<file path="src/rtl/arvi_dmem_pkg.sv">
// Shared definitions for the data-memory bridge and its lane aligner.
//   state_t  : bridge FSM states (IDLE -> BUS -> DONE -> IDLE)
//   F3_*     : RISC-V load/store funct3 encodings for size and signedness
//   BE_W     : number of byte enables on the word-wide memory port
package arvi_dmem_pkg;

  typedef enum logic [1:0] {
    ST_IDLE = 2'd0,
    ST_BUS  = 2'd1,
    ST_DONE = 2'd2
  } state_t;

  localparam logic [2:0] F3_B  = 3'b000;
  localparam logic [2:0] F3_H  = 3'b001;
  localparam logic [2:0] F3_W  = 3'b010;
  localparam logic [2:0] F3_BU = 3'b100;
  localparam logic [2:0] F3_HU = 3'b101;

  localparam int BE_W = 4;

endpackage

</file>
<file path="src/rtl/dmem_lane_align.sv">
// Combinational byte-lane logic for a 32-bit data memory port.
// Store side: replicates store data onto every lane and builds byte enables.
// Load side: picks the addressed byte/half out of a bus word and extends it.
// Misaligned half/word offsets ignore the low address bits; undefined funct3
// values behave as a full word with no extension.
// Ports:
//   st_wdata/st_f3/st_off : right-aligned store data, funct3, addr[1:0]
//   st_data/st_be         : lane-steered store word and byte enables
//   ld_word/ld_f3/ld_off  : raw bus read word, funct3, addr[1:0]
//   ld_data               : extended load result
module dmem_lane_align
  import arvi_dmem_pkg::*;
#(
  parameter int XLEN = 32
) (
  input  logic [XLEN-1:0] st_wdata,
  input  logic [2:0]      st_f3,
  input  logic [1:0]      st_off,
  output logic [XLEN-1:0] st_data,
  output logic [BE_W-1:0] st_be,
  input  logic [XLEN-1:0] ld_word,
  input  logic [2:0]      ld_f3,
  input  logic [1:0]      ld_off,
  output logic [XLEN-1:0] ld_data
);

  logic [7:0]  ld_byte;
  logic [15:0] ld_half;

  // Store steering: sub-word data is duplicated across lanes so the memory
  // only has to honour the byte enables.
  always_comb begin
    st_data = st_wdata;
    st_be   = '1;
    case (st_f3)
      F3_B: begin
        st_data = {(XLEN/8){st_wdata[7:0]}};
        st_be   = {{(BE_W-1){1'b0}}, 1'b1} << st_off;
      end
      F3_H: begin
        st_data = {(XLEN/16){st_wdata[15:0]}};
        st_be   = st_off[1] ? 4'b1100 : 4'b0011;
      end
      default: ;
    endcase
  end

  // Load select/extend: the half select uses only addr[1].
  always_comb begin
    ld_byte = ld_word[{ld_off, 3'b000} +: 8];
    ld_half = ld_word[{ld_off[1], 4'b0000} +: 16];
    case (ld_f3)
      F3_B:    ld_data = {{(XLEN-8){ld_byte[7]}}, ld_byte};
      F3_BU:   ld_data = {{(XLEN-8){1'b0}}, ld_byte};
      F3_H:    ld_data = {{(XLEN-16){ld_half[15]}}, ld_half};
      F3_HU:   ld_data = {{(XLEN-16){1'b0}}, ld_half};
      default: ld_data = ld_word;
    endcase
  end

endmodule

</file>
<file path="src/rtl/dmem_bridge.sv">
// Data-memory bridge between the core's memory stage and a word-wide bus
// with a req/ack handshake. One access per request; the core is stalled
// until the access reaches DONE. A bus that never acks is abandoned after
// TIMEOUT_CYCLES bus cycles, and the access completes with o_err=1.
// Optional build macro ARVI_DMEM_RESERVATION_EN adds LR/SC support
// (ports i_lr, i_sc) with a single-word reservation.
// Ports:
//   i_clk, i_rst                : clock, synchronous active-high reset
//   i_req_rd/i_req_wr           : load/store request (write wins if both)
//   i_addr/i_wdata/i_f3         : byte address, store data, funct3
//   o_rdata/o_err/o_stall       : load result, timeout flag, core stall
//   o_mem_req/we/addr/wdata/be  : bus request fields, held for the access
//   i_mem_rdata/i_mem_ack       : bus read word and one-cycle completion
module dmem_bridge
  import arvi_dmem_pkg::*;
#(
  parameter int XLEN           = 32,
  parameter int TIMEOUT_CYCLES = 255
) (
  input  logic            i_clk,
  input  logic            i_rst,
  input  logic            i_req_rd,
  input  logic            i_req_wr,
`ifdef ARVI_DMEM_RESERVATION_EN
  input  logic            i_lr,
  input  logic            i_sc,
`endif
  input  logic [XLEN-1:0] i_addr,
  input  logic [XLEN-1:0] i_wdata,
  input  logic [2:0]      i_f3,
  output logic [XLEN-1:0] o_rdata,
  output logic            o_stall,
  output logic            o_err,
  output logic            o_mem_req,
  output logic            o_mem_we,
  output logic [XLEN-1:0] o_mem_addr,
  output logic [XLEN-1:0] o_mem_wdata,
  output logic [BE_W-1:0] o_mem_be,
  input  logic [XLEN-1:0] i_mem_rdata,
  input  logic            i_mem_ack
);

  localparam int CNT_W = (TIMEOUT_CYCLES < 2) ? 1 : $clog2(TIMEOUT_CYCLES);
  localparam logic [CNT_W-1:0] CNT_LAST = CNT_W'(TIMEOUT_CYCLES - 1);

  state_t            state, next_state;
  logic [XLEN-1:0]   word_addr;
  logic [XLEN-1:0]   st_data, ld_data;
  logic [BE_W-1:0]   st_be;
  logic [XLEN-1:0]   addr_q, wdata_q, rdata_q;
  logic [BE_W-1:0]   be_q;
  logic              we_q, err_q;
  logic [2:0]        f3_q;
  logic [1:0]        off_q;
  logic [CNT_W-1:0]  cnt_q;
  logic              start, ack_hit, abort, sc_fail, sc_reject;

  assign word_addr = {i_addr[XLEN-1:2], 2'b00};

  dmem_lane_align #(.XLEN(XLEN)) u_align (
    .st_wdata (i_wdata),
    .st_f3    (i_f3),
    .st_off   (i_addr[1:0]),
    .st_data  (st_data),
    .st_be    (st_be),
    .ld_word  (i_mem_rdata),
    .ld_f3    (f3_q),
    .ld_off   (off_q),
    .ld_data  (ld_data)
  );

`ifdef ARVI_DMEM_RESERVATION_EN
  logic            resv_valid, lr_q, resv_match;
  logic [XLEN-1:0] resv_addr;

  assign resv_match = resv_valid && (resv_addr == word_addr);
  // A failing SC never reaches the bus.
  assign sc_reject  = i_req_wr && i_sc && !resv_match;

  always_ff @(posedge i_clk) begin
    if (i_rst) begin
      resv_valid <= 1'b0;
      resv_addr  <= '0;
      lr_q       <= 1'b0;
    end else begin
      if (start) begin
        lr_q <= i_lr && i_req_rd && !i_req_wr;
        // Every SC, and any store to the reserved word, drops the reservation.
        if (i_req_wr && (i_sc || resv_match)) resv_valid <= 1'b0;
      end
      if (sc_fail) resv_valid <= 1'b0;
      if (ack_hit && !we_q && lr_q) begin
        resv_valid <= 1'b1;
        resv_addr  <= addr_q;
      end
    end
  end
`else
  assign sc_reject = 1'b0;
`endif

  always_ff @(posedge i_clk) begin
    if (i_rst) state <= ST_IDLE;
    else       state <= next_state;
  end

  always_comb begin
    next_state = state;
    o_stall    = 1'b0;
    o_mem_req  = 1'b0;
    start      = 1'b0;
    ack_hit    = 1'b0;
    abort      = 1'b0;
    sc_fail    = 1'b0;
    case (state)
      ST_IDLE: begin
        if (i_req_rd || i_req_wr) begin
          o_stall = 1'b1;
          if (sc_reject) begin
            sc_fail    = 1'b1;
            next_state = ST_DONE;
          end else begin
            start      = 1'b1;
            next_state = ST_BUS;
          end
        end
      end
      ST_BUS: begin
        o_stall   = 1'b1;
        o_mem_req = 1'b1;
        // An ack on the final allowed cycle still completes normally.
        if (i_mem_ack) begin
          ack_hit    = 1'b1;
          next_state = ST_DONE;
        end else if (cnt_q == CNT_LAST) begin
          abort      = 1'b1;
          next_state = ST_DONE;
        end
      end
      ST_DONE: next_state = ST_IDLE;
      default: next_state = ST_IDLE;
    endcase
  end

  always_ff @(posedge i_clk) begin
    if (i_rst) begin
      addr_q  <= '0;
      wdata_q <= '0;
      be_q    <= '0;
      we_q    <= 1'b0;
      f3_q    <= 3'b000;
      off_q   <= 2'b00;
      rdata_q <= '0;
      err_q   <= 1'b0;
      cnt_q   <= '0;
    end else begin
      if (start) begin
        addr_q  <= word_addr;
        wdata_q <= st_data;
        be_q    <= st_be;
        we_q    <= i_req_wr;
        f3_q    <= i_f3;
        off_q   <= i_addr[1:0];
        cnt_q   <= '0;
      end
      if (ack_hit) begin
        cnt_q   <= '0;
        err_q   <= 1'b0;
        rdata_q <= we_q ? '0 : ld_data;
      end else if (abort) begin
        cnt_q   <= '0;
        err_q   <= 1'b1;
        rdata_q <= '0;
      end else if (state == ST_BUS) begin
        cnt_q <= cnt_q + CNT_W'(1);
      end
      if (sc_fail) begin
        rdata_q <= XLEN'(1);
        err_q   <= 1'b0;
      end
      if (state == ST_DONE) err_q <= 1'b0;
    end
  end

  assign o_rdata     = rdata_q;
  assign o_err       = err_q;
  assign o_mem_we    = we_q;
  assign o_mem_addr  = addr_q;
  assign o_mem_wdata = wdata_q;
  assign o_mem_be    = be_q;

endmodule

</file>
<file path="config.mk">
export PLATFORM = sky130hd
export DESIGN_NAME = dmem_bridge
export DESIGN_NICKNAME = d
export VERILOG_FILES = /design/src/rtl/arvi_dmem_pkg.sv /design/src/rtl/dmem_lane_align.sv /design/src/rtl/dmem_bridge.sv
export SDC_FILE = /design/constraint.sdc
export NUM_CORES = 1
export LEC_CHECK = 0
export BUFFER_PORTS_ARGS = -buffer_cell sky130_fd_sc_hd__buf_4
export CAP_MARGIN = 20
export CORE_ASPECT_RATIO = 1.4
export CORE_MARGIN = 4
export CORE_UTILIZATION = 49
export CTS_CLUSTER_DIAMETER = 150
export DETAILED_ROUTE_END_ITERATION = 12
export PLACE_DENSITY = 0.82
export SLEW_MARGIN = 20
export SYNTH_ARGS = -nofsm -noshare
export SYNTH_HDL_FRONTEND = slang
export SYNTH_SLANG_ARGS = --single-unit
</file>
<file path="constraint.sdc">
create_clock -name i_clk -period 3 [get_ports i_clk]
set_input_delay 0.45 -clock i_clk [delete_from_list [all_inputs] [get_ports i_clk]]
set_output_delay 0.45 -clock i_clk [all_outputs]
set_load 0.01 [all_outputs]
</file>
==> metrics.txt, run 1 <==
first-pass GRT wire length=around 23000 um; Hold-fix buffers, CTS=0; CP Class=register to register; DPL Wire Length=between 10000 and 15000 um; largest net degree at the start of global routing=93; area leader, netlist=dfxtp_1; crit path time final=2160 ps; post-route insts no fill=890; CTS max path bufs=2; initial antenna violation count=0; Seq cells post-synth=roughly 120; slowest CP cell=dfxtp_1; grt total ovfl=0; worst hold path class=input pin to register; CTS buffer count=17; RSZ-0062 raised after global routing=no; Max VDD drop=478 uV; P_leak=between 3 and 4 nW; IO Pins=approximately 210; hold path depth=2; layout cell share with drive strength beyond 1=0.348; I/O Buffers=roughly 210; Hold Violations, Final=0; die height=between 100 and 150 um; CTS tree=built; simple-gate share of the synthesized area=0.182; # placed instances=~860; pwr dens=about 630 nW/um^2; clk sink count=115; Initial Util=0.507; Area growth, synth to finish=43.6%; die area=~12000 um^2; most common cell in the netlist=nand2_1; Switching Share=0.260; number of diodes=0; Largest stage delay, worst path=~690 ps; crit end category=register; largest family of logic cells by synthesized area=compound AO/OA/AOI/OAI gates; RR Startpoint=off_q[1]; number of synthesized flops with an enable pin=0; worst-case clock skew=~9.4 ps; Avg Cell Area, Syn=8.68 um^2; Synth Area in Adders=0.00513; complex-gate fraction of the synthesized area=0.224; crit-path leading delay family=flip-flops; maximum fanout along the worst path=14; number of setup buffers added after CTS=0; reg-to-reg slack, setup=roughly 840 ps; final worst path period share=0.719; worst hold margin=281 ps; Rows=42; R2R depth=4; GPL Wtd Cong=~0.87; die width=slightly above 90 um; via count=roughly 4900; ys flop type=dfxtp_1; post-synthesis sequential area ratio=0.472; pre-CTS setup slack=between 800 and 900 ps; Worst Slack Setup Final=~840 ps; hold_sp=i_mem_rdata[16]; mux contribution to synthesized area=0.0644; Post-route DRC=0; r2r endpoint=o_rdata[9]; Pwr Total=about 4.4 mW; DR WL/cell=~17 um; max cap viols=0; Area contributors post-synth=dfxtp_1, nand2_1, a21oi_1, mux2i_1, a221o_1; Internal Dissipation=between 3 and 4 mW; Seq pwr share=0.390; Worst slew margin=0.397; post_cts resized=0; Slew Viols, Final=0; crit-path cells=mux4_2 > a21oi_2 > nand2_1 > a32o_1; Synth top cells by count=nand2_1, dfxtp_1, a21oi_1, nor2_1, buf_2; CP Buf/Inv Count=0; clk root buf=clkbuf_16; total track usage=0.248; vias per cell=5.52; Synth async-reset ratio=0; CP Data Arrival Time=around 2500 ps; Min-Delay Endpoint=o_rdata[16]; setup TNS=0 ps; Pre-Repair DR Iteration Count=5; maximum clock rate=between 400 and 500 MHz; sw power=roughly 1.2 mW; Synth Area in XOR/XNOR=0; H-tree lvl count=4; clock power share=0.439; Syn Inst Count=roughly 560; core area=a little under 10000 um^2; Clk pin slew, worst setup/hold paths=60 ps; cell area after synthesis=4880 um^2; Final Net Count=852; status=finished clean; post-synth top area share=0.472; Combinational Power Share=0.172; Required @ worst endpoint=between 3000 and 4000 ps; Yosys cell types=54; vias in the first global route=~4800; Clock Latency Late Sink=approximately 400 ps; slew of the pin with the lowest slew margin=899 ps; post-route ant nets=0; Worst Setup SP=off_q[1]; Routed WL=around 15000 um; count of final setup violators=0; Critical Path Start Type=register; DR iter-0 viols=between 200 and 250; Ys Warns=0
## per-stage QoR
stage,cell area (um^2),util
after floorplan,4880,-
after global placement,6430,0.669
after detailed placement,6430,0.669
after CTS,7010,0.729
after global routing,7010,0.729
final,7010,0.729
## power by group through the flow
| stage | sequential [mW] | combinational, mW | clock [mW] |
|---|---|---|---|
| 2_1_floorplan | 1.79 | 0.353 | 0 |
| 3_3_place_gp | 1.75 | 0.743 | 0 |
| 3_5_place_dp | 1.76 | 0.763 | 0 |
| 4_1_cts | 1.73 | 0.767 | 1.96 |
| 5_1_grt | 1.75 | 0.833 | 2.05 |
| 6_report | 1.73 | 0.762 | 1.95 |
## flip-flops by register name, indices dropped and copies added (netlist names)
register,flops
o_err,1
off_q,2
o_rdata,32
cnt_q,8
o_mem_be,4
o_mem_wdata,32
o_mem_we,1
o_mem_addr,30
state,2
f3_q,3
## metal layers
metal  up-vias  track usage  wire length [um]
met5         -            0                 0
met4         0        0.125               505
met3        32       0.0823              1170
met2       221        0.426              7640
met1      2300        0.268              5490
li1       2364            -                 -
## kinds of logic (layout without fill, tap and decap cells)
logic type               Yosys count  after routing
other                              1              2
multiplexers                      29             29
buffers and inverters             52            247
adder cells (fa/ha/maj)            2              2
AND/OR/NAND/NOR                  204            204
AO/OA/AOI/OAI                    159            159
flip-flops                       115            115
## final cells by class
cell class | instances | area (um^2)
tap | 132 | 165
fill | 730 | 2610
sequential | 115 | 2300
clock inverter | 11 | 110
timing repair buffer | 210 | 1600
multi-input combinational | 396 | 2340
inverter | 6 | 22.5
clock buffer | 20 | 467
## worst max-delay path by stage
stage | end | slack (ps) | cells after the start
after floorplan | o_rdata[16] | 1400 | 7
after global placement | o_rdata[17] | 950 | 5
after detailed placement | o_rdata[9] | 870 | 4
after CTS | o_rdata[9] | 860 | 4
after global routing | o_rdata[9] | 750 | 4
final | o_rdata[9] | 840 | 4
## cells in the final DEF, fill, tap and decap left out, types with 4 or more instances in the layout
cell	instances
buf_4	208
nand2_1	135
dfxtp_1	115
a21oi_1	60
nor2_1	32
mux2i_1	19
o21ai_0	19
clkbuf_16	17
a221o_1	16
nand2b_1	11
a311oi_1	11
o211ai_1	10
mux2_2	9
a211oi_1	9
a32o_1	8
clkinv_2	7
inv_1	6
o22ai_1	6
o2bb2ai_1	6
or2_2	4
Power figures use the tool's default switching activity.
==> run 2, diff against run 1 <==
- ABC_AREA: default -> 1
- PLACE_DENSITY: 0.82 -> 0.8
- clock period: 3 -> 2.01 ns (I/O delays scaled with it)
==> run 2 against run 1 <==
Compared with the run above: synthesized cell count grew 44%; flip-flop and latch count stayed put; largest cell class unchanged; worst hold slack worse by 140 ps; critical path depth is the same; first-iteration DRC count grew 33%; combinational power up 81%.
==> metrics.txt, run 2 <==
Pre-Repair DR Iteration Count=6 (was 5); max cap viols=0 (unchanged); Synth top cells by count=nand2_1, nor2_1, dfxtp_1, nand3_1, o21ai_0 (was nand2_1, dfxtp_1, a21oi_1, nor2_1, buf_2); Synth async-reset ratio=0 (unchanged); grt total ovfl=0 (unchanged); Post-route DRC=0 (unchanged); Required @ worst endpoint=1710 ps (was 3290 ps); DR iter-0 viols=317 (was 238); CTS max path bufs=2 (unchanged); number of diodes=0 (unchanged); count of final setup violators=0 (unchanged); clk sink count=115 (unchanged); CP Class=register to output pin (was register to register); worst hold path class=input pin to register (unchanged); Switching Share=0.274 (was 0.260); die area=12900 um^2 (was 11600 um^2); via count=5872 (was 4917); worst hold margin=145 ps (was 281 ps); post-synthesis sequential area ratio=0.422 (was 0.472); number of synthesized flops with an enable pin=0 (unchanged); crit end category=output pin (was register); post-route ant nets=0 (unchanged); Yosys cell types=30 (was 54); multi-input logic area=2680 um^2 (was 2340 um^2); status=finished clean (unchanged); RR Startpoint=state[1] (was off_q[1]); most common cell in the netlist=nand2_1 (unchanged); Clock Latency Late Sink=410 ps (was 400 ps); Final Net Count=1106 (was 852); total track usage=0.257 (was 0.248); Worst Setup SP=state[1] (was off_q[1]); most frequent cells in the layout=nand2_1, buf_4, nor2_1, dfxtp_1 (was buf_4, nand2_1, dfxtp_1, a21oi_1, nor2_1); Seq cells post-synth=115 (unchanged); storage element area=2300 um^2 (unchanged); Clk pin slew, worst setup/hold paths=50 ps (was 60 ps); Hold Violations, Final=0 (unchanged); vias per cell=5.10 (was 5.52); layout cell share with drive strength beyond 1=0.282 (was 0.348); DPL Wire Length=12700 um (was 10800 um); CP Data Arrival Time=1450 ps (was 2450 ps); die width=97.2 um (was 92.3 um); Max VDD drop=746 uV (was 478 uV); Hold-fix buffers, CTS=0 (unchanged); commonest non-fill, non-tap cell in the layout=nand2_1 (was buf_4); maximum clock rate=about 570 MHz; DR WL/cell=14.8 um (was 16.6 um); Area contributors post-synth=dfxtp_1, nand2_1, nor2_1, nand3_1, o21ai_0 (was dfxtp_1, nand2_1, a21oi_1, mux2i_1, a221o_1); Slew Viols, Final=0 (unchanged); area leader, netlist=dfxtp_1 (unchanged); core area=10900 um^2 (was 9620 um^2); Ys Warns=0 (unchanged); CTS buffer count=17 (unchanged); Routed WL=17100 um (was 14800 um); Internal Dissipation=5.13 mW (was 3.29 mW); first-pass GRT wire length=27100 um (was 23400 um); Area growth, synth to finish=39.8% (was 43.6%); GPL Wtd Cong=0.860 (was 0.867); pwr dens=924 nW/um^2 (was 634 nW/um^2); IO Pins=208 (unchanged); largest net degree at the start of global routing=51 (was 93); clk root buf=clkbuf_16 (unchanged); worst-case clock skew=9.34 ps (was 9.36 ps); H-tree lvl count=4 (unchanged); Initial Util=0.503 (was 0.507); maximum fanout along the worst path=23 (was 14); clock power share=0.439 (about the same); die height=133 um (was 126 um); initial antenna violation count=0 (unchanged); crit path time final=about 1800 ps; CTS tree=built (unchanged); RSZ-0062 raised after global routing=no (unchanged); P_leak=3.82 nW (was 3.07 nW); setup TNS=0 ps (unchanged); Critical Path Start Type=register (unchanged); I/O Buffers=205 (unchanged); Combinational Power Share=0.196 (was 0.172); Seq pwr share=0.365 (was 0.390); post-synth top area share=0.422 (was 0.472); Syn Inst Count=808 (was 562); hold_sp=i_addr[30] (was i_mem_rdata[16]); post_cts resized=0 (unchanged); vias in the first global route=5596 (was 4786); Fill cells=961 (was 730); ys flop type=dfxtp_1 (unchanged); cell area after synthesis=5460 um^2 (was 4880 um^2); sw power=1.93 mW (was 1.16 mW); number of setup buffers added after CTS=0 (unchanged); Rows=45 (was 42); final worst path period share=0.872; Avg Cell Area, Syn=6.76 um^2 (was 8.68 um^2)
[run 2: cells by family after synthesis]
group	count (synthesis)	share of synthesized area
other	1	0.000687
AOI/OAI and AO/OA	139	0.132
DFF	115	0.422
adders and majority gates	2	0.00458
and+or+nand+nor	453	0.353
buffers and inverters	98	0.0877
[run 2: metrics by stage]
step | instances | util | power, mW | setup WS, ps | instance area [um^2]
2_1_floorplan | 809 | - | 3.39 | 674 | 5470
3_3_place_gp | 1122 | 0.646 | 3.98 | 308 | 7020
5_1_grt | 1152 | 0.703 | 7.34 | 150 | 7630
4_1_cts | 1152 | 0.703 | 7.08 | 231 | 7630
3_5_place_dp | 1122 | 0.646 | 4.00 | 307 | 7020
6_report | 1152 | 0.703 | 7.06 | 257 | 7630
[run 2: final timing paths]
kind	end	slack, ps	cells after the start
min reg2reg	o_err	450	2
min	o_mem_addr[30]	140	3
max	o_stall	260	4
max reg2reg	o_mem_wdata[25]	370	6
[run 2: area by class of cell]
cell class / count / share of cell area
clock buffers: 22 / 0.0634
clock inverters: 8 / 0.0166
inverters: 51 / 0.0252
multi-input cells: 596 / 0.352
flip-flops and latches: 115 / 0.302
well taps: 141 / 0.0231
repair buffers: 219 / 0.219
[run 2: power by group through the flow]
| stage | registers (mW) | logic (mW) | clock network (mW) |
|---|---|---|---|
| global placement | 2.62 | 1.36 | 0 |
| floorplan | 2.68 | 0.712 | 0 |
| detailed placement | 2.62 | 1.38 | 0 |
| CTS | 2.58 | 1.38 | 3.12 |
| global route | 2.60 | 1.52 | 3.22 |
| finish | 2.58 | 1.38 | 3.10 |
[run 2: critical path: stages (launching register included)]
cell and delay (ps):
dfxtp_1 440, inv_2 100, nand3_4 270, nand2_1 90, buf_4 150
[run 2: metal layers]
metal	share of wire	wire length (um)	global-route usage	up-vias
met5	0	0	0	-
met4	0.029	487	0.109	0
met3	0.085	1450	0.0775	38
met2	0.52	8850	0.467	256
met1	0.37	6270	0.275	2623
li1	-	-	-	2955
==> run 3, diff against run 2 <==
- HOLD_SLACK_MARGIN: default -> 0.05
- PLACE_DENSITY: 0.8 -> default
- PLACE_DENSITY_LB_ADDON: default -> 0.1
==> run 3 against run 2 <==
Compared with the run above: clock skew shrank 3.4 ps; final cell count grew 0.26%; combinational power is essentially flat; wire length shrank 4.0%; critical path type unchanged; largest power group unchanged.
==> metrics.txt, run 3 (synthesis results as in run 2) <==
Routed WL=16400 um (was 17100 um); Largest stage delay, worst path=440 ps (about the same); post-route ant nets=0 (unchanged); Max VDD drop=593 uV (was 746 uV); crit end category=output pin (unchanged); maximum clock rate=535 MHz (was 570 MHz); crit-path cells=inv_2 > nand3_4 > buf_4 > nand2_1 > buf_4 (was inv_2 > nand3_4 > nand2_1 > buf_4); layout cell share with drive strength beyond 1=0.281 (was 0.282); Clk pin slew, worst setup/hold paths=50 ps (about the same); GPL Wtd Cong=0.893 (was 0.860); pwr dens=925 nW/um^2 (was 924 nW/um^2); CP Class=register to output pin (unchanged); H-tree lvl count=4 (unchanged); Clock Latency Late Sink=410 ps (about the same); vias per cell=5.13 (was 5.10); setup TNS=0 ps (unchanged); CTS buffer count=17 (unchanged); clock power share=0.441 (was 0.439); DR WL/cell=14.2 um (was 14.8 um); worst-case clock skew=5.97 ps (was 9.34 ps); status=finished clean (unchanged); Seq pwr share=0.366 (was 0.365); slowest CP cell=dfxtp_1 (unchanged); largest net degree at the start of global routing=43 (was 51); max cap viols=0 (unchanged); crit-path leading delay family=buffers and inverters (was flip-flops); CTS max path bufs=2 (unchanged); P_leak=3.82 nW (about the same); Worst path most repeated cell=buf_4; RSZ-0062 raised after global routing=no (unchanged); final standard cell area without fillers=7620 um^2 (was 7630 um^2); grt total ovfl=0 (unchanged); number of diodes=0 (unchanged); post_cts resized=0 (unchanged); Slew Viols, Final=0 (unchanged); most frequent cells in the layout=nand2_1, buf_4, nor2_1, dfxtp_1 (unchanged); CP Data Arrival Time=1570 ps (was 1450 ps); die height=133 um (unchanged); Required @ worst endpoint=1710 ps (about the same); die width=97.2 um (unchanged); crit path time final=1870 ps (was 1750 ps); CTS tree=built (unchanged); reg-to-reg slack, setup=450 ps (was 370 ps); Area growth, synth to finish=39.5% (was 39.8%); CP Buf/Inv Count=3 (was 2); Critical Path Start Type=register (unchanged); Pre-Repair DR Iteration Count=5 (was 6); Hold Violations, Final=0 (unchanged); I/O Buffers=205 (unchanged); vias in the first global route=5676 (was 5596); Combinational Power Share=0.193 (was 0.196); core area=10900 um^2 (unchanged); final worst path period share=0.931 (was 0.872); clk sink count=115 (unchanged); worst hold path class=input pin to register (unchanged); Post-route DRC=0 (unchanged); via count=5920 (was 5872); clk root buf=clkbuf_16 (unchanged); Initial Util=0.503 (unchanged); Switching Share=0.269 (was 0.274); commonest non-fill, non-tap cell in the layout=nand2_1 (unchanged); Hold-fix buffers, CTS=0 (unchanged); IO Pins=208 (unchanged); Post-DP Area=7010 um^2 (was 7020 um^2); number of setup buffers added after CTS=0 (unchanged); total track usage=0.248 (was 0.257); Internal Dissipation=5.15 mW (was 5.13 mW); DR iter-0 viols=237 (was 317); die area=12900 um^2 (unchanged); sw power=1.90 mW (was 1.93 mW); DPL Wire Length=12100 um (was 12700 um); count of final setup violators=0 (unchanged); Rows=45 (unchanged); maximum fanout along the worst path=25 (was 23); Final Net Count=1107 (was 1106); initial antenna violation count=0 (unchanged); first-pass GRT wire length=26200 um (was 27100 um)
==> run 3: area by class of cell <==
cell class,instances,area (um^2)
Timing Repair Buffer,220,1650
Clock buffer,22,454
Sequential cell,115,2300
Clock inverter,10,156
Multi-Input combinational cell,596,2680
Inverter,51,193
Tap cell,141,176
Fill cell,982,3250
==> run 3: final timing paths <==
| path | start | end | cells after the start |
|---|---|---|---|
| max | state[1] | o_stall | 5 |
| min | i_addr[26] | o_mem_addr[26] | 3 |
| min reg2reg | o_mem_wdata[19] | o_mem_wdata[19] | 2 |
| max reg2reg | cnt_q[0] | o_rdata[1] | 8 |
==> run 3: per-layer routing <==
metal / GRT usage / wire length, um / up-vias
li1: - / - / 2974
met1: 0.269 / 6170 / 2688
met2: 0.437 / 8270 / 216
met3: 0.0812 / 1400 / 42
met4: 0.115 / 533 / 0
met5: 0 / 0 / -
==> run 3: power groups by stage <==
stage                     Sequential (mW)  Clock, mW  Combinational (mW)
after floorplan                      2.68          0               0.712
after global placement               2.62          0                1.35
after detailed placement             2.62          0                1.36
after CTS                            2.58       3.16                1.37
after global routing                 2.60       3.27                1.51
final                                2.58       3.11                1.36
==> run 3: through the flow <==
stage                     worst slack, ps  power (mW)  cells  hold WS [ps]  utilization
after global routing                 44.1        7.38   1155           140        0.701
after detailed placement              456        3.98   1123           459        0.645
final                                 140        7.05   1155           138        0.701
after CTS                             124        7.11   1155           128        0.701
after floorplan                       674        3.39    809           445            -
after global placement                488        3.97   1123           452        0.645
==> run 3: tightest hold or removal path: cells and delay by family <==
kind | cells | cell delay, ps
and+or+nand+nor | 1 | 70
buffers and inverters | 1 | 70
AOI/OAI and AO/OA | 1 | 70
